`config.mk`:
```
export PLATFORM = sky130hd
export DESIGN_NAME = tdm_mux_4x1
export DESIGN_NICKNAME = d
export VERILOG_FILES = /design/src/rtl/tdm_pkg.sv /design/src/rtl/tdm_slot_timer.sv /design/src/rtl/tdm_mux_4x1.sv
export SDC_FILE = /design/constraint.sdc
export NUM_CORES = 1
export LEC_CHECK = 0
export ABC_AREA = 1
export CAP_MARGIN = 20
export CELL_PAD_IN_SITES_DETAIL_PLACEMENT = 0
export CELL_PAD_IN_SITES_GLOBAL_PLACEMENT = 1
export CORE_MARGIN = 1.5
export CORE_UTILIZATION = 33
export DETAILED_ROUTE_END_ITERATION = 6
export PLACE_DENSITY_LB_ADDON = 0.05
export SYNTH_ARGS = -nofsm -noshare
export SYNTH_HDL_FRONTEND = slang
export SYNTH_HIERARCHICAL = 1
export SYNTH_SLANG_ARGS = --single-unit
```
`constraint.sdc`:
```
create_clock -name clk -period 1.8 [get_ports clk]
set_input_delay 0.18 -clock clk [delete_from_list [all_inputs] [get_ports clk]]
set_output_delay 0.18 -clock clk [all_outputs]
set_load 0.01 [all_outputs]
```
`src/rtl/tdm_pkg.sv`:
```
// Shared definitions for the 4-to-1 TDM multiplexer: lane count, slot
// select width and FSM state encoding.
package tdm_pkg;
  localparam int NUM_LANES = 4;
  localparam int SEL_W     = 2;

  typedef enum logic {
    IDLE = 1'b0,
    RUN  = 1'b1
  } tdm_state_t;
endpackage

```
`src/rtl/tdm_slot_timer.sv`:
```
// Slot timer for the TDM multiplexer: counts cycles within a slot and the
// slot index within a frame. Held at slot 0 / cycle 0 while not active, so
// the first active cycle is always the first cycle of slot 0.
module tdm_slot_timer
  import tdm_pkg::*;
#(
  parameter int SLOT_CYCLES = 1
) (
  input  logic             clk,
  input  logic             rst_n,
  input  logic             active,
  output logic [SEL_W-1:0] slot,
  output logic             slot_last,
  output logic             frame_last
);

  localparam int CNT_W = (SLOT_CYCLES > 1) ? $clog2(SLOT_CYCLES) : 1;
  localparam logic [CNT_W-1:0] CNT_MAX = CNT_W'(SLOT_CYCLES - 1);
  localparam logic [SEL_W-1:0] SLOT_MAX = SEL_W'(NUM_LANES - 1);

  logic [CNT_W-1:0] cnt_reg;
  logic [SEL_W-1:0] slot_reg;

  assign slot       = slot_reg;
  assign slot_last  = (cnt_reg == CNT_MAX);
  assign frame_last = slot_last && (slot_reg == SLOT_MAX);

  // Cycle counter wraps at CNT_MAX and advances the slot; the 2-bit slot
  // index wraps 3->0 exactly on the frame's last cycle.
  always_ff @(posedge clk or negedge rst_n) begin
    if (!rst_n) begin
      cnt_reg  <= '0;
      slot_reg <= '0;
    end else if (!active) begin
      cnt_reg  <= '0;
      slot_reg <= '0;
    end else if (slot_last) begin
      cnt_reg  <= '0;
      slot_reg <= slot_reg + 1'b1;
    end else begin
      cnt_reg  <= cnt_reg + 1'b1;
    end
  end

endmodule

```
`src/rtl/tdm_mux_4x1.sv`:
```
// Clocked 4-to-1 time-division multiplexer. Snapshots four lanes at each
// frame boundary and sends them out one lane per slot, with matching slot
// select and a frame-start strobe. All outputs are registered.
// Optional feature: define TDM_MUX_PARITY_EN to add the `parity` output
// (XOR of the four snapshotted lanes, held for the frame).
module tdm_mux_4x1
  import tdm_pkg::*;
#(
  parameter int WIDTH       = 1,
  parameter int SLOT_CYCLES = 1
) (
  input  logic                       clk,
  input  logic                       rst_n,
  input  logic                       en,
  input  logic [NUM_LANES*WIDTH-1:0] in,
  output logic [WIDTH-1:0]           out,
  output logic [SEL_W-1:0]           sel,
  output logic                       valid,
`ifdef TDM_MUX_PARITY_EN
  output logic                       frame_start,
  output logic [WIDTH-1:0]           parity
`else
  output logic                       frame_start
`endif
);

  tdm_state_t       state_reg;
  logic [WIDTH-1:0] in_lane  [NUM_LANES];
  logic [WIDTH-1:0] snap_reg [NUM_LANES];
  logic [WIDTH-1:0] out_reg;
  logic             valid_reg;
  logic             frame_start_reg;
  logic             slot_last;
  logic             frame_last;
  logic             capture;
  logic [SEL_W-1:0] next_slot;

  tdm_slot_timer #(
    .SLOT_CYCLES(SLOT_CYCLES)
  ) u_timer (
    .clk       (clk),
    .rst_n     (rst_n),
    .active    (state_reg == RUN),
    .slot      (sel),
    .slot_last (slot_last),
    .frame_last(frame_last)
  );

  // A new frame begins either from IDLE or at the boundary of a running frame.
  assign capture   = en && ((state_reg == IDLE) || frame_last);
  assign next_slot = sel + 1'b1;

  for (genvar gi = 0; gi < NUM_LANES; gi++) begin : g_lane
    assign in_lane[gi] = in[gi*WIDTH +: WIDTH];

    // Lane snapshot, refreshed only when a frame starts.
    always_ff @(posedge clk or negedge rst_n) begin
      if (!rst_n) begin
        snap_reg[gi] <= '0;
      end else if (capture) begin
        snap_reg[gi] <= in_lane[gi];
      end
    end
  end

  // FSM with registered outputs; lane 0 comes straight from `in` on the
  // capture edge because the snapshot is being written at that same edge.
  always_ff @(posedge clk or negedge rst_n) begin
    if (!rst_n) begin
      state_reg       <= IDLE;
      out_reg         <= '0;
      valid_reg       <= 1'b0;
      frame_start_reg <= 1'b0;
    end else begin
      case (state_reg)
        IDLE: begin
          if (en) begin
            state_reg       <= RUN;
            out_reg         <= in_lane[0];
            valid_reg       <= 1'b1;
            frame_start_reg <= 1'b1;
          end else begin
            out_reg         <= '0;
            valid_reg       <= 1'b0;
            frame_start_reg <= 1'b0;
          end
        end
        RUN: begin
          frame_start_reg <= 1'b0;
          if (frame_last) begin
            if (en) begin
              out_reg         <= in_lane[0];
              frame_start_reg <= 1'b1;
            end else begin
              state_reg <= IDLE;
              out_reg   <= '0;
              valid_reg <= 1'b0;
            end
          end else if (slot_last) begin
            out_reg <= snap_reg[next_slot];
          end
        end
        default: begin
          state_reg       <= IDLE;
          out_reg         <= '0;
          valid_reg       <= 1'b0;
          frame_start_reg <= 1'b0;
        end
      endcase
    end
  end

  assign out         = out_reg;
  assign valid       = valid_reg;
  assign frame_start = frame_start_reg;

`ifdef TDM_MUX_PARITY_EN
  logic [WIDTH-1:0] parity_reg;
  logic [WIDTH-1:0] in_par;

  assign in_par = in_lane[0] ^ in_lane[1] ^ in_lane[2] ^ in_lane[3];

  // Parity follows the snapshot and is cleared when the block drops to IDLE.
  always_ff @(posedge clk or negedge rst_n) begin
    if (!rst_n) begin
      parity_reg <= '0;
    end else if (capture) begin
      parity_reg <= in_par;
    end else if ((state_reg == RUN) && frame_last) begin
      parity_reg <= '0;
    end
  end

  assign parity = parity_reg;
`endif

endmodule

```
* Yosys cells after proc, flatten, opt, wreduce, memory -nomap -nowiden
Cells that the tools add are included.
** Cells by class
- Muxes and demuxes :: 19
- Eq/ne operators :: 5
- Bitwise logic cells :: 3
- Add/subtract/negate cells :: 2
- Order comparisons :: 1
- Reductions and logical operators :: 4
** Operators with widths (count)
- 2-to-1 mux 1 bit :: 12
- one-hot mux 1 bit (2 select lines) :: 4
- 2-to-1 mux 2 bit :: 2
- inequality test 2 bit, second input constant :: 2
- greater-or-equal comparator 3 bit, second input constant :: 1
- inequality test 3 bit, second input constant :: 1
- NOT 2 -> 3 bit :: 1
- adder 2 x 1 -> 2 bit, second input constant :: 1
- binary-select mux 1 bit (select 2 bit) :: 1
- equality test 2 bit, second input constant :: 1
- logical AND 1 bit :: 2
- inequality test 2 x 1 -> 1 bit, second input constant :: 1
- NOT 1 bit :: 2
- AND reduction 2 bit :: 1
- adder 1 bit, second input constant :: 1
- logical OR 1 bit :: 1
** Storage, ports and cells
- Register bits :: 11

* Longest topological paths before layout
- Depth in word-level cells :: 8
- Gate-level depth with buffers :: 7
- Mapped depth without buffers :: 7

* Modules after synthesis
Netlist, hierarchy kept.
** By module, submodules not included
- tdm_mux_4x1 :: sequential area each 200.2 um2, instances 1, area each 346.6 um2, cells each 43
- tdm_slot_timer :: sequential area each 50.0 um2, instances 1, area each 91.3 um2, cells each 9

* Least setup slack after synthesis
No wires, ideal clock.
- Kind :: register to register
- Start :: register u_timer.slot_reg[0], in the netlist u_timer/slot[0]
- End :: register snap_reg[0] (netlist bit)
- Setup slack :: 0.627 ns
- Arrival :: 1.057 ns
- Period minus slack after synthesis :: 1.173 ns
- Data required time :: 1.684 ns
- Library setup time :: 0.116 ns
- Buffers on the path :: 0
- Stages on the path, launching flop included :: 8
- Cell sequence :: dfrtp_1 -> ha_1 -> inv_1 -> nand2_1 -> nand2_1 -> inv_1 -> nand2_1 -> nand2_1
** Between the ends
- Word-level cells in the longest chain between the ends :: 4
** Ends and longest elaborated chain
- start: declaration :: RTL line tdm_slot_timer.sv:22 : logic [SEL_W-1:0] slot_reg;
- start signal: assignment :: RTL line tdm_slot_timer.sv:39 : slot_reg <= slot_reg + 1'b1;
- equality test 2 bit :: RTL line tdm_slot_timer.sv:26 : assign frame_last = slot_last && (slot_reg == SLOT_MAX);
- logical AND 1 bit :: RTL line tdm_slot_timer.sv:26
- named net frame_last :: RTL line tdm_mux_4x1.sv:34 : logic frame_last;
- logical OR 1 bit :: RTL line tdm_mux_4x1.sv:50 : assign capture = en && ((state_reg == IDLE) || frame_last);
- logical AND 1 bit :: RTL line tdm_mux_4x1.sv:50
- end signal: indexed assignment :: RTL line tdm_mux_4x1.sv:61 : snap_reg[gi] <= in_lane[gi];
- end: declaration :: RTL line tdm_mux_4x1.sv:29 : logic [WIDTH-1:0] snap_reg [NUM_LANES];
The timed path passes the listed nets, and every way through them passes these cells.
A chain may end at the register's enable or synchronous reset.

* Final worst setup path
- Start :: register u_timer.slot_reg[0], in the netlist u_timer/slot[0]
- End :: output sel[0]
** RTL lines
- end: declaration :: RTL line tdm_mux_4x1.sv:17 : output logic [SEL_W-1:0] sel,
No word-level cell between the ends.

==> results.py <==
metrics = {
    "routing": {
        "drt-total-wl_um": 747,
        "routedWlPerCell_um": 9.34,
        "first_pass_iters": 4,
        "drc_errors": 0,
        "dr.first_iter.drc_count": 3,
        "ant_nets": 0,
        "via_count": 336,
        "viasPerCell": 4.20,
    },
    "clock_network": {
        "cts_buffer_depth": 2,
        "cts_resized": 0,
        "root_buffer": "clkbuf_4",
        "clkLatencyLatePin_ns": 0.27,
        "cts_tree": "done",
        "hold_buffers": 0,
        "clk_pin_slew_ns": 0.07,
        "cts_setup_buffers": 0,
        "cts_made_buffers": 3,
        "htree_levels": 1,
        "cts.sinks": 10,
    },
    "critical_path": {
        "cpPeakStageDelay_ns": 0.56,
        "endpoint_kind": "output port",
        "worstPathCellList": "clkdlybuf4s50_1",
        "r2r_start": "u_timer/slot[0]$_DFF_PN0_",
        "cp_top_family": "buffers and inverters",
        "cp_slowest_cell": "clkdlybuf4s50_1",
        "cp.required_ns": 1.62,
        "setup.worst_path.start": "u_timer/slot[0]$_DFF_PN0_",
        "worstPathArrival_ns": 1.26,
        "path_max_fanout": 5,
        "start_kind": "register",
        "critPathKind": "reg2out",
        "worst-path-buf-inv": 1,
    },
    "synthesis": {
        "ys_warn_count": 6,
        "syn-mean-instance-area_um2": 8.42,
        "synth-seq-cells": 10,
        "syn_inst": 52,
        "ys_seq_area_share_pct": 57.1,
        "synth_cell_types": 12,
        "netlist_area_um2": 438,
        "synth_nets": 60,
    },
    "placement": {
        "placed_cells": 76,
        "dp_hpwl_um": 605,
        "postPlaceCellArea_um2": 558,
        "port_buffers": 11,
        "place_congestion": 0.699,
    },
    "timing": {
        "final.setup.tns_ns": 0,
        "setup_violations": 0,
        "final-hold-violation-count": 0,
        "fmax_ghz": 0.696,
        "period_share_pct": 79.8,
        "slew_violations": 0,
        "rsz0062_at_grt": "false",
        "period_needed_ns": 1.44,
        "fin_worst_skew_ns": 0.00555,
    },
    "global_routing": {
        "grt_pass1_wl_mm": 1.31,
        "antenna_found_initial": 0,
        "grt_pass1_vias": 313,
        "grt.total_usage_pct": 13.3,
        "grt.overflow.total": 0,
        "grt_start_max_net_pins": 11,
    },
    "pwr": {
        "power_density_mw_per_mm2": 1720,
        "power_leakage_uw": 0.000331,
        "vdd_drop_max_v": 0.000609,
    },
    "final_layout": {
        "fin_util_pct": 50.7,
        "diodes": 0,
        "largest_reg_flops": 4,
        "synthToLayoutAreaGrowth_pct": 35.7,
        "drive_gt1_share_pct": 9.09,
        "final_cells": 80,
        "finalInstanceArea_um2": 594,
        "layout.nets": 75,
    },
    "floorplan": {
        "die_area_mm2": 0.00155,
        "core_area_mm2": 0.00117,
        "core.rowCount": 12,
        "floorplan.initialDensity_pct": 37.4,
        "num_io_pins": 12,
        "die_y_um": 39.4,
        "die_width_um": 39.4,
    },
    "job": {
        "maxCapViolations": 0,
    },
    "min_path": {
        "hold_path_class": "in2async",
    },
    "status": {
        "status": "finished, final reports clean",
    },
}
## logic make-up (layout without fill, tap and decap cells)
kind of cell / after synthesis / after routing / synth area share, %
flops: 10 / 10 / 57.1
fa+ha+maj: 1 / 1 / 2.86
simple gates: 28 / 28 / 26.9
other cells: 1 / 1 / 0.856
compound gates: 2 / 2 / 2.86
buf+inv: 10 / 24 / 9.43
## cells in the mapped netlist
cell type	count	area, um2
inv_1	9	33.8
or2_1	1	6.26
nand2_1	20	75.1
nor2_1	1	3.75
buf_4	1	7.51
conb_1	1	3.75
a21oi_1	1	5.00
nand3_1	4	20.0
o21a_1	1	7.51
ha_1	1	12.5
dfrtp_1	10	250
nor2_2	2	12.5
## through the flow
stage | hold WS, ns | setup slack, ns | power, uW
after floorplan | -0.116 | 0.627 | 648
after global placement | 0.460 | 0.542 | 835
after detailed placement | 0.466 | 0.540 | 837
after CTS | 0.247 | 0.349 | 1040
after global routing | 0.276 | 0.314 | 1120
final | 0.232 | 0.363 | 1020
## power by group
group	switching [uW]	internal [uW]
clock network	80.0	123
registers	76.4	331
logic	201	211
## path summary, 6_finish.rpt
path                                      endpoint  slack [ns]  cells after the start
max                                         sel[0]        0.36                      1
min                        snap_reg[0]$_DFFE_PN0P_        0.23                      1
max reg2reg                snap_reg[2]$_DFFE_PN0P_        0.55                      7
min reg2reg                snap_reg[3]$_DFFE_PN0P_        0.48                      2
max in group asynchronous      state_reg$_DFF_PN0_        1.24                      1
min in group clk           snap_reg[0]$_DFFE_PN0P_        0.44                      3
## cell type report
class / count / area, um2
fillers: 117 / 577
flip-flops and latches: 10 / 250
multi-input cells: 32 / 146
repair buffers: 11 / 110
clock buffers: 4 / 36.3
inverters: 9 / 33.8
well taps: 14 / 17.5
## layout by cell type (no fill, tap or decap), drive strengths merged
cell type / instances
nand2: 20
clkdlybuf4s50: 11
dfrtp: 10
inv: 9
nand3: 4
clkbuf: 4
nor2: 3
or2: 1
a21oi: 1
o21a: 1
ha: 1
conb: 1
## per-layer routing
layer	GRT usage, %	wire length, um
met5	0	0
met4	10.3	19
met3	3.41	40
met2	18.9	333
met1	16.8	354
Power figures use the tool's default switching activity.
==> edit 1 (same flow settings) <==
Set the package constant `SEL_W` to 4 (it was 2).
--- a/src/rtl/tdm_pkg.sv
+++ b/src/rtl/tdm_pkg.sv
@@ -2,7 +2,7 @@
 // select width and FSM state encoding.
 package tdm_pkg;
   localparam int NUM_LANES = 4;
-  localparam int SEL_W     = 2;
+  localparam int SEL_W     = 4;
 
   typedef enum logic {
     IDLE = 1'b0,
Interface: changed (resized sel); port bits go from 12 to 14. The function was not compared with the original's and may differ.
==> edit 1 against the original RTL <==
  * Final area increased by 20%
  * Critical path depth up 1
  * Sequential share of layout area shrank 0.074 points
  * Worst hold slack improved by 0.035 ns
  * Worst setup slack got worse by 0.049 ns
  * Power rose by 19%
  * Utilization fell by 3.3 points
  * Routed wire length is 32% higher
  * Synthesized cell count is 21% higher
  * Area after synthesis up 22%
  * Sequential cell count is 2 higher
  * Register-to-register slack got worse by 0.19 ns
==> edit 1: results (changes against the original RTL) <==
| Metric | Value |
|---|---|
| M3 GR Usage | 6.38% (+3.0 points) |
| Post-synthesis sequential area ratio | 56.2% (-0.94 points) |
| Met3 routed WL | 44 µm (+10%) |
| Worst vdd ir | 0.559 mV (-8.2%) |
| Gr usage total | 13.2% (-0.048 points) |
| Synthesized net count | 71 (+18%) |
| Total Wirelength | 988 µm (+32%) |
| Share of cells above drive strength 1 | 8.75% (-0.34 points) |
| First-pass GRT wire length | 1690 µm (+29%) |
| Syn Area/Cell | 8.48 µm² (+0.70%) |
| Largest net degree at the start of global routing | 13 (+2) |
| Post-synth cell types | 15 (+3) |
| LEAKAGE | 0.391 nW (+18%) |
| Vias per cell | 4.49 (+6.9%) |
| Critical Path AT | 1.31 ns (+0.05 ns) |
| Clkbuf count | 3 (-1) |
| Most area-consuming cells after synthesis | dfrtp_1, nand2_1, inv_1 |
| R2r setup slk | 0.36 ns (-0.19 ns) |
| Total sequential power | 475 µW (+17%) |
| Gp weighted congestion | 0.702 (+0.37%) |
| Metal2 WL | 455 µm (+37%) |
| Non-clk bufs | 15 (+4) |
| Status | finished clean |
| Vias in the first global route | 393 (+26%) |
| Met1 Wirelength | 478 µm (+35%) |
| Multi-input gates | 40 (+25%) |
| Synth Register Bits | 12 (+2) |
| Seq/total area | 42.0% (-0.074 points) |
| Layout Cells excl Fill | 96 (+20%) |
| Worst r2r path cells | 8 (+1) |
edit 1: changes by cell type after synthesis, sizes merged:
cell,change
nand3,+1
inv,+1
nand2,+2
nor2,+3
xnor2,+1
nor3b,+1
dfrtp,+2
edit 1: kinds of logic after synthesis:
logic type / synth area share (%)
adder cells (fa/ha/maj): 2.34
flip-flops: 56.2
other: 0.702
buffers and inverters: 8.43
XOR/XNOR: 1.64
AO/OA/AOI/OAI: 2.34
AND/OR/NAND/NOR: 28.3
edit 1: per-stage QoR:
stage | utilization (%) | setup WS (ns) | cell area, µm² | total power [mW] | hold WS (ns)
2_1_floorplan | - | 0.366 | 534 | 0.800 | -0.116
3_3_place_gp | 45.9 | 0.404 | 692 | 1.07 | 0.466
3_5_place_dp | 45.9 | 0.359 | 692 | 1.07 | 0.464
4_1_cts | 47.4 | 0.298 | 714 | 1.24 | 0.287
5_1_grt | 47.4 | 0.151 | 714 | 1.35 | 0.301
6_report | 47.4 | 0.314 | 714 | 1.21 | 0.267
==> edit 2 (same settings) <==
Made on the original files. Add an input register stage for `en` and `in`, without a reset; this delays them by one clock. Comments in the files are not updated.
--- a/src/rtl/tdm_mux_4x1.sv
+++ b/src/rtl/tdm_mux_4x1.sv
@@ -24,6 +24,14 @@
 `endif
 );
 
+  logic en_q;
+  logic [NUM_LANES*WIDTH-1:0] in_q;
+
+  always_ff @(posedge clk) begin
+    en_q <= en;
+    in_q <= in;
+  end
+
   tdm_state_t       state_reg;
   logic [WIDTH-1:0] in_lane  [NUM_LANES];
   logic [WIDTH-1:0] snap_reg [NUM_LANES];
@@ -47,11 +55,11 @@
   );
 
   // A new frame begins either from IDLE or at the boundary of a running frame.
-  assign capture   = en && ((state_reg == IDLE) || frame_last);
+  assign capture   = en_q && ((state_reg == IDLE) || frame_last);
   assign next_slot = sel + 1'b1;
 
   for (genvar gi = 0; gi < NUM_LANES; gi++) begin : g_lane
-    assign in_lane[gi] = in[gi*WIDTH +: WIDTH];
+    assign in_lane[gi] = in_q[gi*WIDTH +: WIDTH];
 
     // Lane snapshot, refreshed only when a frame starts.
     always_ff @(posedge clk or negedge rst_n) begin
@@ -74,7 +82,7 @@
     end else begin
       case (state_reg)
         IDLE: begin
-          if (en) begin
+          if (en_q) begin
             state_reg       <= RUN;
             out_reg         <= in_lane[0];
             valid_reg       <= 1'b1;
@@ -88,7 +96,7 @@
         RUN: begin
           frame_start_reg <= 1'b0;
           if (frame_last) begin
-            if (en) begin
+            if (en_q) begin
               out_reg         <= in_lane[0];
               frame_start_reg <= 1'b1;
             end else begin
Function: changed (a bounded check fails within 4 cycles, from zero or initial values and one cycle with rst_n low).
==> edit 2 against the original RTL <==
  * Sequential share of layout area up 8.9 points
  * Area after synthesis up 23%
  * Final area up 16%
  * Die area up 21%
  * Critical path depth unchanged
  * Cell count up 8.8%
  * Routed wire length up 18%
  * Power up 9.4%
  * Worst setup slack worse by 0.031 ns
  * Sequential cell count up 5
  * Largest cell class unchanged
  * Largest power group is now registers
==> edit 2: results (changes against the original RTL) <==
| Metric | Value |
|---|---|
| FFs w/ async S/R, synth | 66.7% (-33 points) |
| Layout Nets | 80 (+6.7%) |
| Metal2 WL | 360 µm (+8.1%) |
| Met3 routed WL | 43 µm (+7.5%) |
| 1st-iter DRT viols | 2 (-1) |
| Synthesized net count | 65 (+8.3%) |
| Non-clk buf share | 16.0% (-2.5 points) |
| FILL cells | 158 (+35%) |
| Gr usage total | 11.9% (-1.4 points) |
| Total Wirelength | 878 µm (+18%) |
| Seq/total area | 51.0% (+8.9 points) |
| Vias in the first global route | 365 (+17%) |
| Met1 Wirelength | 459 µm (+30%) |
| Ys flop type | dfrtp_1 |
| Status | finished clean |
| Gp weighted congestion | 0.701 (+0.27%) |
| Sw frac | 33.6% (-1.4 points) |
| Post-synthesis sequential area ratio | 65.1% (+8.0 points) |
| Post-synth cell types | 13 (+1) |
| R2r setup slk | 0.51 ns (-0.04 ns) |
| Share of cells above drive strength 1 | 7.04% (-2.0 points) |
| Final Skew | 0.00391 ns (-0.00164 ns) |
| Post-DP HPWL | 635 µm (+4.9%) |
| Synthesized instance count | 57 (+9.6%) |
| M3 GR Usage | 2.50% (-0.91 points) |
| Synth Area in Compound Gates | 2.33% (-0.53 points) |
| Post-Synth Adder-Cell Area | 2.33% (-0.53 points) |
| Placed insts | 83 (+9.2%) |
| Most area-consuming cells after synthesis | dfrtp_1, dfxtp_1, nand2_1 |
| Fraction of area in multi-input gates | 21.3% (-3.3 points) |
| Critical Path AT | 1.29 ns (+0.03 ns) |
| First-pass GRT wire length | 1550 µm (+18%) |
| GR Layer Usage met2 | 14.6% (-4.2 points) |
| Post-synth top cells | nand2_1, dfrtp_1, inv_1 |
| Clock Network Area Fraction | 3.83% (-2.3 points) |
| Routed vias | 372 (+11%) |
| Comb. pwr | 405 µW (-2%) |
-- edit 2: changes by cell type after synthesis, sizes merged --
cell	delta
dfxtp	+5
-- edit 2: through the flow --
step                hold WS (ns)  area, µm²  setup WS, ns  util, %  total power, mW
floorplan                 -0.116        538         0.627        -            0.769
global placement           0.413        661         0.531     43.3            0.949
detailed placement         0.414        661         0.547     43.3            0.945
CTS                        0.223        687         0.315     45.1             1.14
global route               0.237        687         0.267     45.1             1.23
finish                     0.211        687         0.332     45.1             1.12
-- edit 2: worst paths after layout --
kind,from,endpoint,cells past startpoint
max reg2reg,u_timer/slot[0]$_DFF_PN0_,snap_reg[1]$_DFFE_PN0P_,7
min,rst_n,out$_DFFE_PN0P_,1
min reg2reg,in_q[3]$_DFF_P_,snap_reg[0]$_DFFE_PN0P_,2
min in group clk,en,en_q$_DFF_P_,1
max,u_timer/slot[0]$_DFF_PN0_,sel[0],1
max in group asynchronous,rst_n,frame_start$_DFF_PN0_,1
